<file path="config.mk">
export PLATFORM = sky130hd
export DESIGN_NAME = prog_loader_flat
export DESIGN_NICKNAME = d
export VERILOG_FILES = /design/src/rtl/prog_loader_if.sv /design/src/rtl/prog_loader.sv /design/src/flat_wrapper.sv
export SDC_FILE = /design/constraint.sdc
export NUM_CORES = 1
export LEC_CHECK = 0
export BUFFER_PORTS_ARGS = -buffer_cell sky130_fd_sc_hd__buf_2
export CAP_MARGIN = 20
export CORE_UTILIZATION = 63
export CTS_BUF_LIST = sky130_fd_sc_hd__clkbuf_2
export DETAILED_ROUTE_END_ITERATION = 12
export GPL_ROUTABILITY_DRIVEN = 0
export PLACE_DENSITY = 0.87
export SLEW_MARGIN = 20
export SYNTH_ARGS = -nofsm -noshare
export SYNTH_HDL_FRONTEND = slang
export SYNTH_SLANG_ARGS = --single-unit
</file>
<file path="constraint.sdc">
create_clock -name clk -period 2.7 [get_ports clk]
set_input_delay 0.54 -clock clk [delete_from_list [all_inputs] [get_ports clk]]
set_output_delay 0.54 -clock clk [all_outputs]
set_load 0.05 [all_outputs]
</file>
<file path="src/rtl/prog_loader_if.sv">
`default_nettype none
// ============================================================================
// Module      : prog_loader_if
// Description : Byte-receive handshake and instruction-memory write port.
// Revision    : 1.0  initial release
// ============================================================================
interface prog_loader_if #(
  parameter int ADDR_WIDTH = 7
) ();
  logic [7:0]            rxData;
  logic                  rxValid;
  logic                  rxReady;
  logic                  imemWE;
  logic [ADDR_WIDTH-1:0] imemAddr;
  logic [15:0]           imemData;

  // master = loader side, slave = receiver/memory side
  modport master (
    input  rxData, rxValid,
    output rxReady, imemWE, imemAddr, imemData
  );
  modport slave (
    output rxData, rxValid,
    input  rxReady, imemWE, imemAddr, imemData
  );
endinterface
`default_nettype wire

</file>
<file path="src/rtl/prog_loader.sv">
`default_nettype none
// ============================================================================
// Module      : prog_loader
// Description : Framed byte-stream boot loader into instruction memory.
// Revision    : 1.0  initial release
// ============================================================================
module prog_loader #(
  parameter int         ADDR_WIDTH = 7,
  parameter logic [7:0] SYNC_BYTE  = 8'hA5
) (
  input  logic         clk,
  input  logic         rst,
  prog_loader_if.master bus,
  output logic         cpuRst,
  output logic         busy,
  output logic         loadOk,
  output logic         loadErr
);
  // Counter width must hold both a full LEN byte and a word count of 2^ADDR_WIDTH.
  localparam int              CW      = (ADDR_WIDTH + 1 > 8) ? ADDR_WIDTH + 1 : 8;
  localparam logic [CW-1:0]   MAX_LEN = CW'(1) << ADDR_WIDTH;

  typedef enum logic [2:0] {
    S_IDLE = 3'd0,
    S_LEN  = 3'd1,
    S_HI   = 3'd2,
    S_LO   = 3'd3,
    S_WR   = 3'd4,
    S_SUM  = 3'd5
  } state_t;

  state_t                state_q, state_d;
  logic [CW-1:0]         len_q, len_d;
  logic [CW-1:0]         idx_q, idx_d;
  logic [7:0]            sum_q, sum_d;
  logic [15:0]           data_q, data_d;
  logic [ADDR_WIDTH-1:0] addr_q, addr_d;
  logic                  ready_q, ready_d;
  logic                  we_q, we_d;
  logic                  cpu_rst_q, cpu_rst_d;
  logic                  busy_q, busy_d;
  logic                  ok_q, ok_d;
  logic                  err_q, err_d;

  logic                  w_xfer;
  logic [CW-1:0]         w_idx_inc;
  logic [CW-1:0]         w_byte_ext;

  always_comb begin
    state_d    = state_q;
    len_d      = len_q;
    idx_d      = idx_q;
    sum_d      = sum_q;
    data_d     = data_q;
    addr_d     = addr_q;
    cpu_rst_d  = cpu_rst_q;
    ok_d       = ok_q;
    err_d      = err_q;
    w_xfer     = bus.rxValid && ready_q;
    w_idx_inc  = idx_q + CW'(1);
    w_byte_ext = CW'(bus.rxData);

    case (state_q)
      S_IDLE: begin
        if (w_xfer && bus.rxData == SYNC_BYTE) begin
          state_d   = S_LEN;
          ok_d      = 1'b0;
          err_d     = 1'b0;
          cpu_rst_d = 1'b1;
        end
      end
      S_LEN: begin
        if (w_xfer) begin
          len_d = w_byte_ext;
          idx_d = '0;
          sum_d = '0;
          if (w_byte_ext == '0 || w_byte_ext > MAX_LEN) begin
            err_d   = 1'b1;
            state_d = S_IDLE;
          end else begin
            state_d = S_HI;
          end
        end
      end
      S_HI: begin
        if (w_xfer) begin
          data_d[15:8] = bus.rxData;
          sum_d        = sum_q + bus.rxData;
          state_d      = S_LO;
        end
      end
      S_LO: begin
        if (w_xfer) begin
          data_d[7:0] = bus.rxData;
          sum_d       = sum_q + bus.rxData;
          addr_d      = idx_q[ADDR_WIDTH-1:0];
          state_d     = S_WR;
        end
      end
      S_WR: begin
        idx_d   = w_idx_inc;
        state_d = (w_idx_inc == len_q) ? S_SUM : S_HI;
      end
      S_SUM: begin
        if (w_xfer) begin
          if (bus.rxData == sum_q) begin
            ok_d      = 1'b1;
            cpu_rst_d = 1'b0;
          end else begin
            err_d     = 1'b1;
          end
          state_d = S_IDLE;
        end
      end
      default: state_d = S_IDLE;
    endcase

    // Outputs are registered from the next state so they line up with it.
    ready_d = (state_d != S_WR);
    we_d    = (state_d == S_WR);
    busy_d  = (state_d != S_IDLE);
  end

  always_ff @(posedge clk) begin
    if (rst) begin
      state_q   <= S_IDLE;
      len_q     <= '0;
      idx_q     <= '0;
      sum_q     <= '0;
      data_q    <= '0;
      addr_q    <= '0;
      ready_q   <= 1'b0;
      we_q      <= 1'b0;
      cpu_rst_q <= 1'b1;
      busy_q    <= 1'b0;
      ok_q      <= 1'b0;
      err_q     <= 1'b0;
    end else begin
      state_q   <= state_d;
      len_q     <= len_d;
      idx_q     <= idx_d;
      sum_q     <= sum_d;
      data_q    <= data_d;
      addr_q    <= addr_d;
      ready_q   <= ready_d;
      we_q      <= we_d;
      cpu_rst_q <= cpu_rst_d;
      busy_q    <= busy_d;
      ok_q      <= ok_d;
      err_q     <= err_d;
    end
  end

  assign bus.rxReady  = ready_q;
  assign bus.imemWE   = we_q;
  assign bus.imemAddr = addr_q;
  assign bus.imemData = data_q;
  assign cpuRst       = cpu_rst_q;
  assign busy         = busy_q;
  assign loadOk       = ok_q;
  assign loadErr      = err_q;
endmodule
`default_nettype wire

</file>
<file path="src/flat_wrapper.sv">
// flat-port wrapper written by rule: the top's interface ports become plain ports
module prog_loader_flat 
#(
  parameter int         ADDR_WIDTH = 7,
  parameter logic [7:0] SYNC_BYTE  = 8'hA5
)
  (clk, rst, cpuRst, busy, loadOk, loadErr, bus_rxData, bus_rxValid, bus_rxReady, bus_imemWE, bus_imemAddr, bus_imemData);
  prog_loader_if #(.ADDR_WIDTH(ADDR_WIDTH)) bus_i ();
  input  logic clk;
  input  logic rst;
  output logic cpuRst;
  output logic busy;
  output logic loadOk;
  output logic loadErr;
  input wire logic [$bits(bus_i.rxData)-1:0] bus_rxData;
  input wire logic [$bits(bus_i.rxValid)-1:0] bus_rxValid;
  output wire logic [$bits(bus_i.rxReady)-1:0] bus_rxReady;
  output wire logic [$bits(bus_i.imemWE)-1:0] bus_imemWE;
  output wire logic [$bits(bus_i.imemAddr)-1:0] bus_imemAddr;
  output wire logic [$bits(bus_i.imemData)-1:0] bus_imemData;
  assign bus_i.rxData = bus_rxData;
  assign bus_i.rxValid = bus_rxValid;
  assign bus_rxReady = bus_i.rxReady;
  assign bus_imemWE = bus_i.imemWE;
  assign bus_imemAddr = bus_i.imemAddr;
  assign bus_imemData = bus_i.imemData;
  prog_loader #(.ADDR_WIDTH(ADDR_WIDTH), .SYNC_BYTE(SYNC_BYTE)) u_core (.clk(clk), .rst(rst), .bus(bus_i), .cpuRst(cpuRst), .busy(busy), .loadOk(loadOk), .loadErr(loadErr));
endmodule
</file>
After elaboration in Yosys (flattened, before gate mapping):

Index checks and enable logic that the tools add are counted.

* register bits after elaboration: 56
* latch bits: 0
* bits in writable memories: 0
* memory bits (read-only): 0
* bits of input ports: 11
* output and inout bits: 29
* memories kept: 0

* add/subtract/negate cells: 2
* multiply operators: 0
* divide/modulo/power cells: 0
* order comparisons: 1
* eq/ne operators: 17
* shift operators: 0
* multiplexer cells: 25
* bitwise logic cells: 0
* reductions and logical operators: 18

Operators with widths (count)
* 8-bit case mux with 2 select lines: 2
* 3-bit 2-to-1 mux: 6
* 3-bit case mux with 6 select lines: 1
* 8-bit equality test: 2
* 8-bit 2-to-1 mux: 2
* 2-bit by 1-bit != test with 1-bit output, second input constant: 6
* 1-bit 2-to-1 mux: 10
* 3-bit equality test, second input constant: 3
* 8-bit by 1-bit adder with 8-bit output, second input constant: 1
* 8-bit adder: 1
* 8-bit equality test, second input constant: 1
* 8-bit greater-than comparator, second input constant: 1
* 8-bit zero test: 1
* 2-bit AND reduction: 4
* 3-bit by 2-bit equality test with 1-bit output, second input constant: 2
* 6-bit AND reduction: 1
* 2-bit nonzero test: 3
* 3-bit nonzero test: 2
* 1-bit case mux with 2 select lines: 2
* 4-bit AND reduction: 1
* 3-bit by 1-bit equality test with 1-bit output, second input constant: 1
* 3-bit zero test: 1
* 3-bit != test, second input constant: 1
* 1-bit case mux with 3 select lines: 1
* other kinds (6): 7

Depth between registers and ports, before layout:

Gate-level depths: netlist of the first run.

* depth in word-level cells: 6
* depth in mapped cells: 7
* gate-level depth less buffers: 7

Least setup slack after synthesis of the first run:

Ideal clock, no wire load.

* path type: input-to-reg
* from: input port bus_rxData[1]
* to: register u_core.state_q[1]
* arrival time: 1909 ps
* setup slack: 677 ps
* stages on the path: 5
* path buffers: 0
* cells stage by stage: or4_4 -> or3_1 -> a32oi_2 -> nand2_1 -> o21a_1

* longest elaborated chain between the ends: 5

RTL lines
* start, declared: RTL line flat_wrapper.sv:15 `input wire logic [$bits(bus_i.rxData)-1:0] bus_rxData;`
* 8-bit greater-than comparator / 8-bit zero test (equally long branches): RTL line prog_loader.sv:77 `if (w_byte_ext == '0 || w_byte_ext > MAX_LEN) begin`
* 1-bit logical OR: RTL line prog_loader.sv:77
* 2-bit 2-to-1 mux: RTL line prog_loader.sv:77
* 3-bit 2-to-1 mux: RTL line prog_loader.sv:73 `if (w_xfer) begin`
* 3-bit case mux with 6 select lines (*): RTL line prog_loader.sv:63 `case (state_q)`
* end signal, assigned: RTL line prog_loader.sv:139 `state_q <= state_d;`
* end, declared: RTL line prog_loader.sv:32 `state_t state_q, state_d;`

Mark *: on every way between the ends. The rest lies on a longest branch, timed or not.
A chain may end at the register's enable or synchronous reset.

Final worst setup path of the first run:

* from: register u_core.state_q[0]
* to: register u_core.state_q[1]

* longest elaborated chain between the ends: 2

RTL lines (RTL line)
* 3-bit equality test, or another cell as far along: prog_loader.sv:63
* 3-bit case mux with 6 select lines (*): prog_loader.sv:63

Marked as above.

==> flow_summary.yaml, run 1 <==
final_layout:
  fin_nets: 383
  final_util_pct: 73.4
  drive_above_1_share_pct: 14.6
  fill_cells: 334
  syn2layout_area_growth_pct: 9.95
  antenna-diode-count: 0
clock_tree:
  path_clk_slew_ns: 0.27
  htreeDepth: 2
  cts_tree: "yes"
  cts_max_path_buffers: 2
  cts_setup_buffers: 0
  numCtsBuffers: 5
  clock-sinks: 56
  root_buffer: "clkbuf_2"
  hold_buffers: 0
  clock_latency_ns: 0.45
  cts_resized: 0
worst_setup_path:
  r2r-start: "u_core.state_q[0]"
  reg2reg_slack_ns: 0.48
  reg2reg_to: "u_core.state_q[1]"
  crit_path_end_kind: "register"
  crit_path_start_kind: "register"
  required_ns: 3.12
  reg2regPathDepth: 5
  crit_type: "register to register"
  path_max_fanout: 15
  crit_arrival_ns: 2.63
logic_synthesis:
  synth_top_family_by_area: "simple AND/OR/NAND/NOR gates"
  synth_fa_ha_area_share_pct: 4.40
  synthSimpleGateAreaFrac_pct: 23.6
  ys_warn_count: 0
  synth_cells: 335
  synth_edf_count: 0
  synth_seq_area_share_pct: 41.1
  synth_area_um2: 2730
  synth_compound_area_share_pct: 19.3
  synth_fp_nets: 355
  synth-seq-cells: 56
  synthMuxAreaShare_pct: 2.94
  syn_avg_cell_area_um2: 8.14
  synth.distinct_cells: 46
  synth_xor_area_share_pct: 5.46
  ys_async_sr_fraction_pct: 0
  ys.flop_type: "dfxtp_1"
die:
  floorplan.rows: 23
  core_um2: 4090
  start_util_pct: 66.7
  die_width_um: 67.8
  die_h_um: 67.8
  dieArea_um2: 4600
  ioPinCount: 40
global_routing:
  track_usage_pct: 30.0
  grt_overflow: 0
  grt_pass1_vias: 2214
  grt_max_degree: 58
  grt_pass1_wl_mm: 10.3
  antenna_found_initial: 0
run_status:
  status: "completed"
power:
  leakage_nw: 1.20
  power-per-cell-area_nw_per_um2: 435
  ir_worst_vdd_v: 0.000382
timing:
  hold_violations: 0
  period_share_pct: 82.2
  tightest_slew_ns: 0.999
  tns_ns: 0
  clock_skew_ns: 0.0160
  rsz0062_at_grt: "false"
  period_minus_slack_ns: 2.22
  finalSetupViolCount: 0
  drv_slew: 0
  clock.fmax_mhz: 451
  maxSlewHeadroom_pct: 33.4
drt:
  dr.first_iter.drc_count: 200
  ant_nets: 0
  wirelength_mm: 6.42
  drc: 0
  num_vias: 2517
  viasPerCell: 6.08
  wl_per_cell_um: 15.5
  firstDrtPassIters: 4
min_path:
  holdPathStages: 3
  worstHoldStart: "bus_rxData[6]"
  hold_path.class: "primary input to register"
  hold_end: "u_core.bus.imemData[14]"
placed_design:
  numPortBuffers: 39
  hpwl_mm: 4.42
job:
  maxCapViolCount: 0
[report_power, final]
| part | internal (W) | switching (W) | total (W) |
|---|---|---|---|
| clock | 0.000155 | 0.000255 | 0.000411 |
| combinational | 0.0000177 | 0.0000456 | 0.0000633 |
| sequential | 0.000831 | 0.000000827 | 0.000832 |
[state kept, by name, indices dropped and copies added (netlist names)]
name and cells:
u_core.loadErr 1, u_core.loadOk 1, u_core.len_q 8, u_core.state_q 3
u_core.idx_q 8, u_core.bus.imemWE 1, u_core.bus.imemAddr 7, u_core.bus.rxReady 1
u_core.cpuRst 1, u_core.bus.imemData 16, u_core.busy 1, u_core.sum_q 8
[area by class of cell]
class	instances	area [um2]	share of cell area, %
multi-input combinational	256	1520	50.6
clock buffer	5	25.0	0.834
sequential	56	1120	37.4
timing repair buffer	43	225	7.51
clock inverter	3	42.5	1.42
inverter	1	3.75	0.125
tap	50	62.6	2.09
[layout by cell type, fill, tap and decap left out, types with 2 or more instances in the layout]
cell type and n:
o21a_1 5, nor4b_1 2, nor3_1 5, xor2_1 7
nand3b_1 4, a31oi_1 2, xnor2_1 10, buf_2 39
a21oi_1 39, nand3_1 25, ha_1 8, and3_1 3
nor2_1 32, or4_1 2, mux2i_1 8, nand2_1 39
o21ai_0 22, buf_4 4, and2_1 3, o211ai_1 2
o21bai_1 3, a22oi_1 5, a21o_1 2, or3_1 7
nand4_1 3, clkbuf_2 5, dfxtp_1 56
[worst max-delay path, stage by stage, from the launching register on]
cell and delay (ns):
dfxtp_1 0.70, nand2b_1 0.19, nor3_1 0.57, a32oi_2 0.25, a221oi_1 0.32, o21a_1 0.16
[layer usage]
layer | vias to the layer above | share of wire [%] | GRT usage [%]
li1 | 1246 | - | -
met1 | 1181 | 43 | 38.0
met2 | 80 | 49 | 49.6
met3 | 10 | 5.4 | 6.59
met4 | 0 | 1.9 | 10.7
met5 | - | 0 | 0
[through the flow]
| stage | hold WS (ns) | area, um2 | power [W] | setup slack [ns] | std cells |
|---|---|---|---|---|---|
| after floorplan | 0.458 | 2730 | 0.000883 | 0.677 | 335 |
| after global placement | 0.440 | 2930 | 0.000907 | 0.450 | 406 |
| after detailed placement | 0.445 | 2930 | 0.000908 | 0.409 | 406 |
| after CTS | 0.355 | 3000 | 0.00131 | 0.528 | 414 |
| after global routing | 0.315 | 3000 | 0.00135 | 0.325 | 414 |
| final | 0.371 | 3000 | 0.00131 | 0.481 | 414 |
[cell usage after synthesis, types with 2 or more instances]
library cell  number  area (um2)
dfxtp_1           56        1120
xnor2_1           10        87.6
nand4_1            3        18.8
o21ai_0           22         110
o211ai_1           2        15.0
mux2i_1            8        80.1
ha_1               8         100
o21bai_1           3        22.5
clkbuf_1          20        75.1
o21a_1             5        37.5
nand3b_1           4        30.0
nor4b_1            2        17.5
and2_1             3        18.8
nand2_1           39         146
and3_1             3        18.8
nand3_1           25         125
nor3_1             5        25.0
nor2_1            32         120
a21oi_1           39         195
a21o_1             2        15.0
or4_1              2        15.0
a31oi_1            2        12.5
or3_1              7        43.8
a22oi_1            5        37.5
xor2_1             7        61.3
[cell families (layout without fill, tap and decap cells)]
group | Yosys count | after routing
AND/OR/NAND/NOR | 133 | 133
multiplexers | 8 | 8
buffers and inverters | 23 | 52
AO/OA/AOI/OAI | 89 | 89
flip-flops | 56 | 56
adder cells (fa/ha/maj) | 9 | 9
XOR/XNOR | 17 | 17
[worst max-delay path by stage]
| stage | slack (ns) | from | depth (start not counted) | endpoint |
|---|---|---|---|---|
| finish | 0.48 | u_core.state_q[0] | 5 | u_core.state_q[1] |
| global route | 0.33 | u_core.state_q[0] | 5 | u_core.state_q[1] |
| CTS | 0.53 | u_core.state_q[0] | 5 | u_core.state_q[1] |
| detailed placement | 0.41 | bus_rxData[1] | 6 | u_core.state_q[1] |
| global placement | 0.45 | bus_rxData[1] | 6 | u_core.state_q[1] |
| floorplan | 0.68 | bus_rxData[1] | 5 | u_core.state_q[1] |
(Power assumes the default switching activity.)
==> inputs of run 2 (changes only) <==
Settings changed: CORE_UTILIZATION 63 to 53, PLACE_DENSITY 0.87 to 0.78.
Clock period 2.7 ns to 1.9 ns, I/O delays scaled along.
==> run 2 against run 1 <==
Critical path depth did not move. Maximum frequency rose by 23%. Critical endpoint is now u_core.cpuRst. Count of clock-buffer cells in the layout did not move. First-iteration DRC count fell by 5.5%.
==> flow_summary.yaml, run 2 (synthesis gave the netlist of run 1 again) <==
timing:
  drv_slew: 0
  maxSlewHeadroom_pct: 51.3
  period_share_pct: 95.2
  hold_violations: 0
  rsz0062_at_grt: "false"
  tightest_slew_ns: 0.725
  clock_skew_ns: 0.0146
  finalSetupViolCount: 0
  period_minus_slack_ns: 1.81
  clock.fmax_mhz: 553
  tns_ns: 0
global_routing:
  use_met1_pct: 37.6
  track_usage_pct: 27.5
  grtUsageMet2_pct: 43.5
  grtUsageMet3_pct: 5.08
  grt_pass1_wl_mm: 11.4
  grt-busiest-layer: "met2"
  antenna_found_initial: 0
  grt_overflow: 0
  grt_max_degree: 32
  grt_pass1_vias: 2406
clock_tree:
  hold_buffers: 0
  cts_max_path_buffers: 2
  root_buffer: "clkbuf_2"
  path_clk_slew_ns: 0.27
  numCtsBuffers: 5
  clock-sinks: 56
  htreeDepth: 2
  clock_latency_ns: 0.44
  cts_tree: "yes"
power:
  ir_worst_vdd_v: 0.000257
  leakage_nw: 1.34
  comb_power_share_pct: 7.0
  power-per-cell-area_nw_per_um2: 543
  power_switching_w: 0.000449
  p_int_w: 0.00132
  p_clk_share_pct: 26.2
  power.total_w: 0.00177
  seqPwrFrac_pct: 66.8
  swShare_pct: 25.4
run_status:
  status: "completed"
worst_setup_path:
  crit_path_end_kind: "register"
  required_ns: 2.26
  path_max_fanout: 5
  crit_type: "register to register"
  crit_arrival_ns: 2.17
  crit_path_start_kind: "register"
die:
  start_util_pct: 56.3
  ioPinCount: 40
  core_um2: 4850
  die_h_um: 73.7
  dieArea_um2: 5440
  die_width_um: 73.7
  floorplan.rows: 25
final_layout:
  drive_above_1_share_pct: 22.0
  layout.area.seq_um2: 1120
  syn2layout_area_growth_pct: 19.5
  antenna-diode-count: 0
  largest_reg_flops: 16
  fill_cells: 406
  layout_commonest_cell: "dfxtp_1"
  fin_nets: 414
  multi_input_area_um2: 1540
  mostFrequentLayoutCells: "dfxtp_1, nand2_1, a21oi_1, buf_2, buf_4"
drt:
  firstDrtPassIters: 4
  viasPerCell: 5.70
  ant_nets: 0
  wirelength_mm: 6.86
  wl_per_cell_um: 14.8
  drc: 0
  dr.first_iter.drc_count: 189
  num_vias: 2633
job:
  maxCapViolCount: 0
placed_design:
  numPortBuffers: 39
  hpwl_mm: 5.09
min_path:
  hold_path.class: "primary input to register"
run 2: cell count changes in the layout (fill, tap and decap cells not counted):
cell	delta
clkinv_2	+1
clkinv_4	-1
bufinv_16	-1
ha_1	-1
buf_4	+30
nor3_2	+1
ha_4	+1
inv_6	+1
dfxtp_1	-1
nor3_1	-1
buf_12	+1
dfxtp_2	+1
run 2: worst paths after layout:
check / from / end / slack, ns / cells past startpoint
max: u_core.sum_q[4] / u_core.cpuRst / 0.09 / 5
min: bus_rxData[0] / u_core.bus.imemData[8] / 0.17 / 3
max reg2reg: u_core.sum_q[4] / u_core.cpuRst / 0.09 / 5
min reg2reg: u_core.bus.imemAddr[3] / u_core.bus.imemAddr[3] / 0.47 / 2
run 2: what timing repair did:
item | in CTS | in global routing
hold endpoints to repair | 0 | 0
setup endpoints to repair | 1 | 8
pin swaps | 0 | 1
buffers inserted | 0 | 0
resized for setup | 1 | 2
run 2: per-layer routing:
| metal | wire [um] | part of all wire [%] |
|---|---|---|
| met4 | 103 | 1.5 |
| met3 | 473 | 6.9 |
| met2 | 3130 | 46 |
| met5 | 0 | 0 |
| met1 | 3150 | 46 |
run 2: power by group through the flow:
stage / clock [W] / sequential, W / combinational (W)
floorplan: 0 / 0.00121 / 0.0000480
global placement: 0 / 0.00120 / 0.000118
detailed placement: 0 / 0.00120 / 0.000120
CTS: 0.000481 / 0.00118 / 0.000120
global route: 0.000526 / 0.00118 / 0.000132
finish: 0.000463 / 0.00118 / 0.000123
run 2: layout make-up:
type | count | share of cell area, %
multi-input cells | 256 | 47.1
flip-flops and latches | 56 | 34.4
repair buffers | 74 | 14.4
well taps | 67 | 2.57
clock buffers | 5 | 0.768
clock inverters | 3 | 0.537
inverters | 1 | 0.115
run 2: stage by stage:
step | instance area [um2] | std cells | setup WS, ns | hold WS (ns) | utilization, %
2_1_floorplan | 2730 | 335 | 0.0156 | 0.458 | -
3_3_place_gp | 3200 | 454 | -0.141 | 0.440 | 66.0
3_5_place_dp | 3200 | 454 | -0.175 | 0.446 | 66.0
4_1_cts | 3240 | 462 | 0.0162 | 0.138 | 66.9
5_1_grt | 3260 | 462 | 0.0119 | 0.106 | 67.2
6_report | 3260 | 462 | 0.0910 | 0.165 | 67.2
run 2: critical path, stage by stage, from the launching register on:
cell	delay (ns)
dfxtp_1	0.39
ha_1	0.33
nor4_1	0.37
nand3_1	0.20
nor3b_1	0.32
o21ai_0	0.12
==> inputs of run 3 (changes only) <==
==> constraint.sdc (replaced) <==
create_clock -name clk -period 1.9 [get_ports clk]
set_input_delay 0.095 -clock clk [delete_from_list [all_inputs] [get_ports clk]]
set_output_delay 0.095 -clock clk [all_outputs]
set_load 0.05 [all_outputs]
==> run 3 against run 2 <==
Core utilization down 1.1 points. Setup slack got worse by 0.033 ns. Power increased by 7.9%. Routed wire length decreased by 5.1%. Count of clock-buffer cells in the layout unchanged. Via count is 3.2% lower. Worst hold slack got worse by 0.036 ns. First-iteration DRC count grew 47%. Critical path depth rose by 2. Final cell count decreased by 2.6%. Maximum frequency decreased by 1.8%. Register-to-register slack about the same. Largest cell class unchanged. Largest power group unchanged.
==> flow_summary.yaml, run 3 (synthesis gave the netlist of run 1 again) <==
final_layout:
  mostFrequentLayoutCells: "dfxtp_1, nand2_1, buf_2"
  fill_cells: 407
  antenna-diode-count: 0
  syn2layout_area_growth_pct: 17.6
  layout_commonest_cell: "dfxtp_1"
  finish.instance_area_um2: 3210
  drive_above_1_share_pct: 19.1
  fin_nets: 402
  largest_reg_flops: 16
die:
  die_h_um: 73.7
  core_um2: 4850
  ioPinCount: 40
  die_width_um: 73.7
  start_util_pct: 56.3
  dieArea_um2: 5440
  floorplan.rows: 25
clock_tree:
  cts_max_path_buffers: 2
  clock-sinks: 56
  path_clk_slew_ns: 0.28
  cts_tree: "yes"
  htreeDepth: 2
  clock_latency_ns: 0.47
  numCtsBuffers: 5
  root_buffer: "clkbuf_2"
timing:
  maxSlewHeadroom_pct: 43.3
  finalSetupViolCount: 0
  drv_slew: 0
  period_share_pct: 97.0
  hold_violations: 0
  period_minus_slack_ns: 1.84
  tightest_slew_ns: 0.851
  clock_skew_ns: 0.0155
  tns_ns: 0
  clock.fmax_mhz: 543
  rsz0062_at_grt: "false"
global_routing:
  track_usage_pct: 26.0
  grt_pass1_wl_mm: 10.8
  grt_pass1_vias: 2295
  grt_max_degree: 49
  antenna_found_initial: 0
  grt_overflow: 0
drt:
  viasPerCell: 5.67
  wirelength_mm: 6.50
  ant_nets: 0
  dr.first_iter.drc_count: 278
  num_vias: 2550
  firstDrtPassIters: 4
  drc: 0
  wl_per_cell_um: 14.5
worst_setup_path:
  crit_arrival_ns: 2.24
  cp_cell_sequence: "dlygate4sd3_1 > buf_2 > or4_4 > or3_1 > a32oi_2 > a221oi_1 > o21a_1"
  critPathMaxStageDelay_ns: 0.55
  path_max_fanout: 6
  crit_path_start_kind: "primary input"
  crit_path_end_kind: "register"
  required_ns: 2.30
  critPathSlowestCell: "or4_4"
  crit_type: "primary input to register"
min_path:
  hold_path.class: "primary input to register"
placed_design:
  hpwl_mm: 4.51
  numPortBuffers: 39
  dpl_cell_area_um2: 3030
power:
  leakage_nw: 1.29
  power-per-cell-area_nw_per_um2: 595
  ir_worst_vdd_v: 0.000340
job:
  maxCapViolCount: 0
run_status:
  status: "completed"
run 3: cell count changes in the layout (fill, tap and decap cells not counted), sizes merged:
cell,change
buf,-20
dlygate4sd3,+8
bufinv,+1
inv,-1
run 3: final timing paths:
check / from / end / slack, ns / cells past startpoint
setup reg to reg: u_core.sum_q[1] / u_core.sum_q[7] / 0.08 / 6
setup / recovery: bus_rxData[1] / u_core.state_q[1] / 0.06 / 7
hold reg to reg: u_core.bus.imemAddr[3] / u_core.bus.imemAddr[3] / 0.47 / 2
hold / removal: bus_rxValid / u_core.state_q[1] / 0.13 / 5
run 3: through the flow:
stage	std cells	total power, W	util, %	setup slack, ns	hold slack, ns
after floorplan	335	0.00125	-	0.0156	0.231
after global placement	433	0.00129	62.5	0.0734	0.404
after detailed placement	433	0.00129	62.5	0.0170	0.409
after CTS	450	0.00192	65.8	0.0137	0.0918
after global routing	450	0.00198	66.2	0.000346	0.0816
final	450	0.00191	66.2	0.0579	0.129
run 3: power breakdown:
| part | total, W | internal, W | switching (W) |
|---|---|---|---|
| clock | 0.000619 | 0.000228 | 0.000391 |
| combinational | 0.000108 | 0.0000378 | 0.0000697 |
| sequential | 0.00118 | 0.00118 | 0.00000120 |
| total | 0.00191 | 0.00145 | 0.000462 |
run 3: layout make-up:
class,count,area [um2],share of cell area [%]
multi-input cells,256,1540,47.9
flip-flops and latches,56,1120,35.1
repair buffers,62,388,12.1
well taps,67,83.8,2.61
clock inverters,3,47.5,1.48
clock buffers,5,25.0,0.780
inverters,1,3.75,0.117
run 3: layer usage:
metal	global-route usage, %	vias up	part of all wire [%]
met5	0	-	0
met4	7.26	0	0.88
met3	5.21	7	6.2
met2	42.0	88	46
met1	35.1	1175	47
li1	-	1280	-
run 3: critical path: cells and delay by family:
kind,cells,cell delay [ns]
AND/OR/NAND/NOR,2,0.94
buffers and inverters,2,0.70
AO/OA/AOI/OAI,3,0.50
run 3: repair_timing:
item / 4_1_cts / 5_1_grt
setup buffers: 1 / 0
endpoints found under the hold margin: 23 / 0
gates resized for setup: 1 / 8
pin swaps: 0 / 2
setup endpoints to repair: 1 / 9
hold buffers: 8 / 0
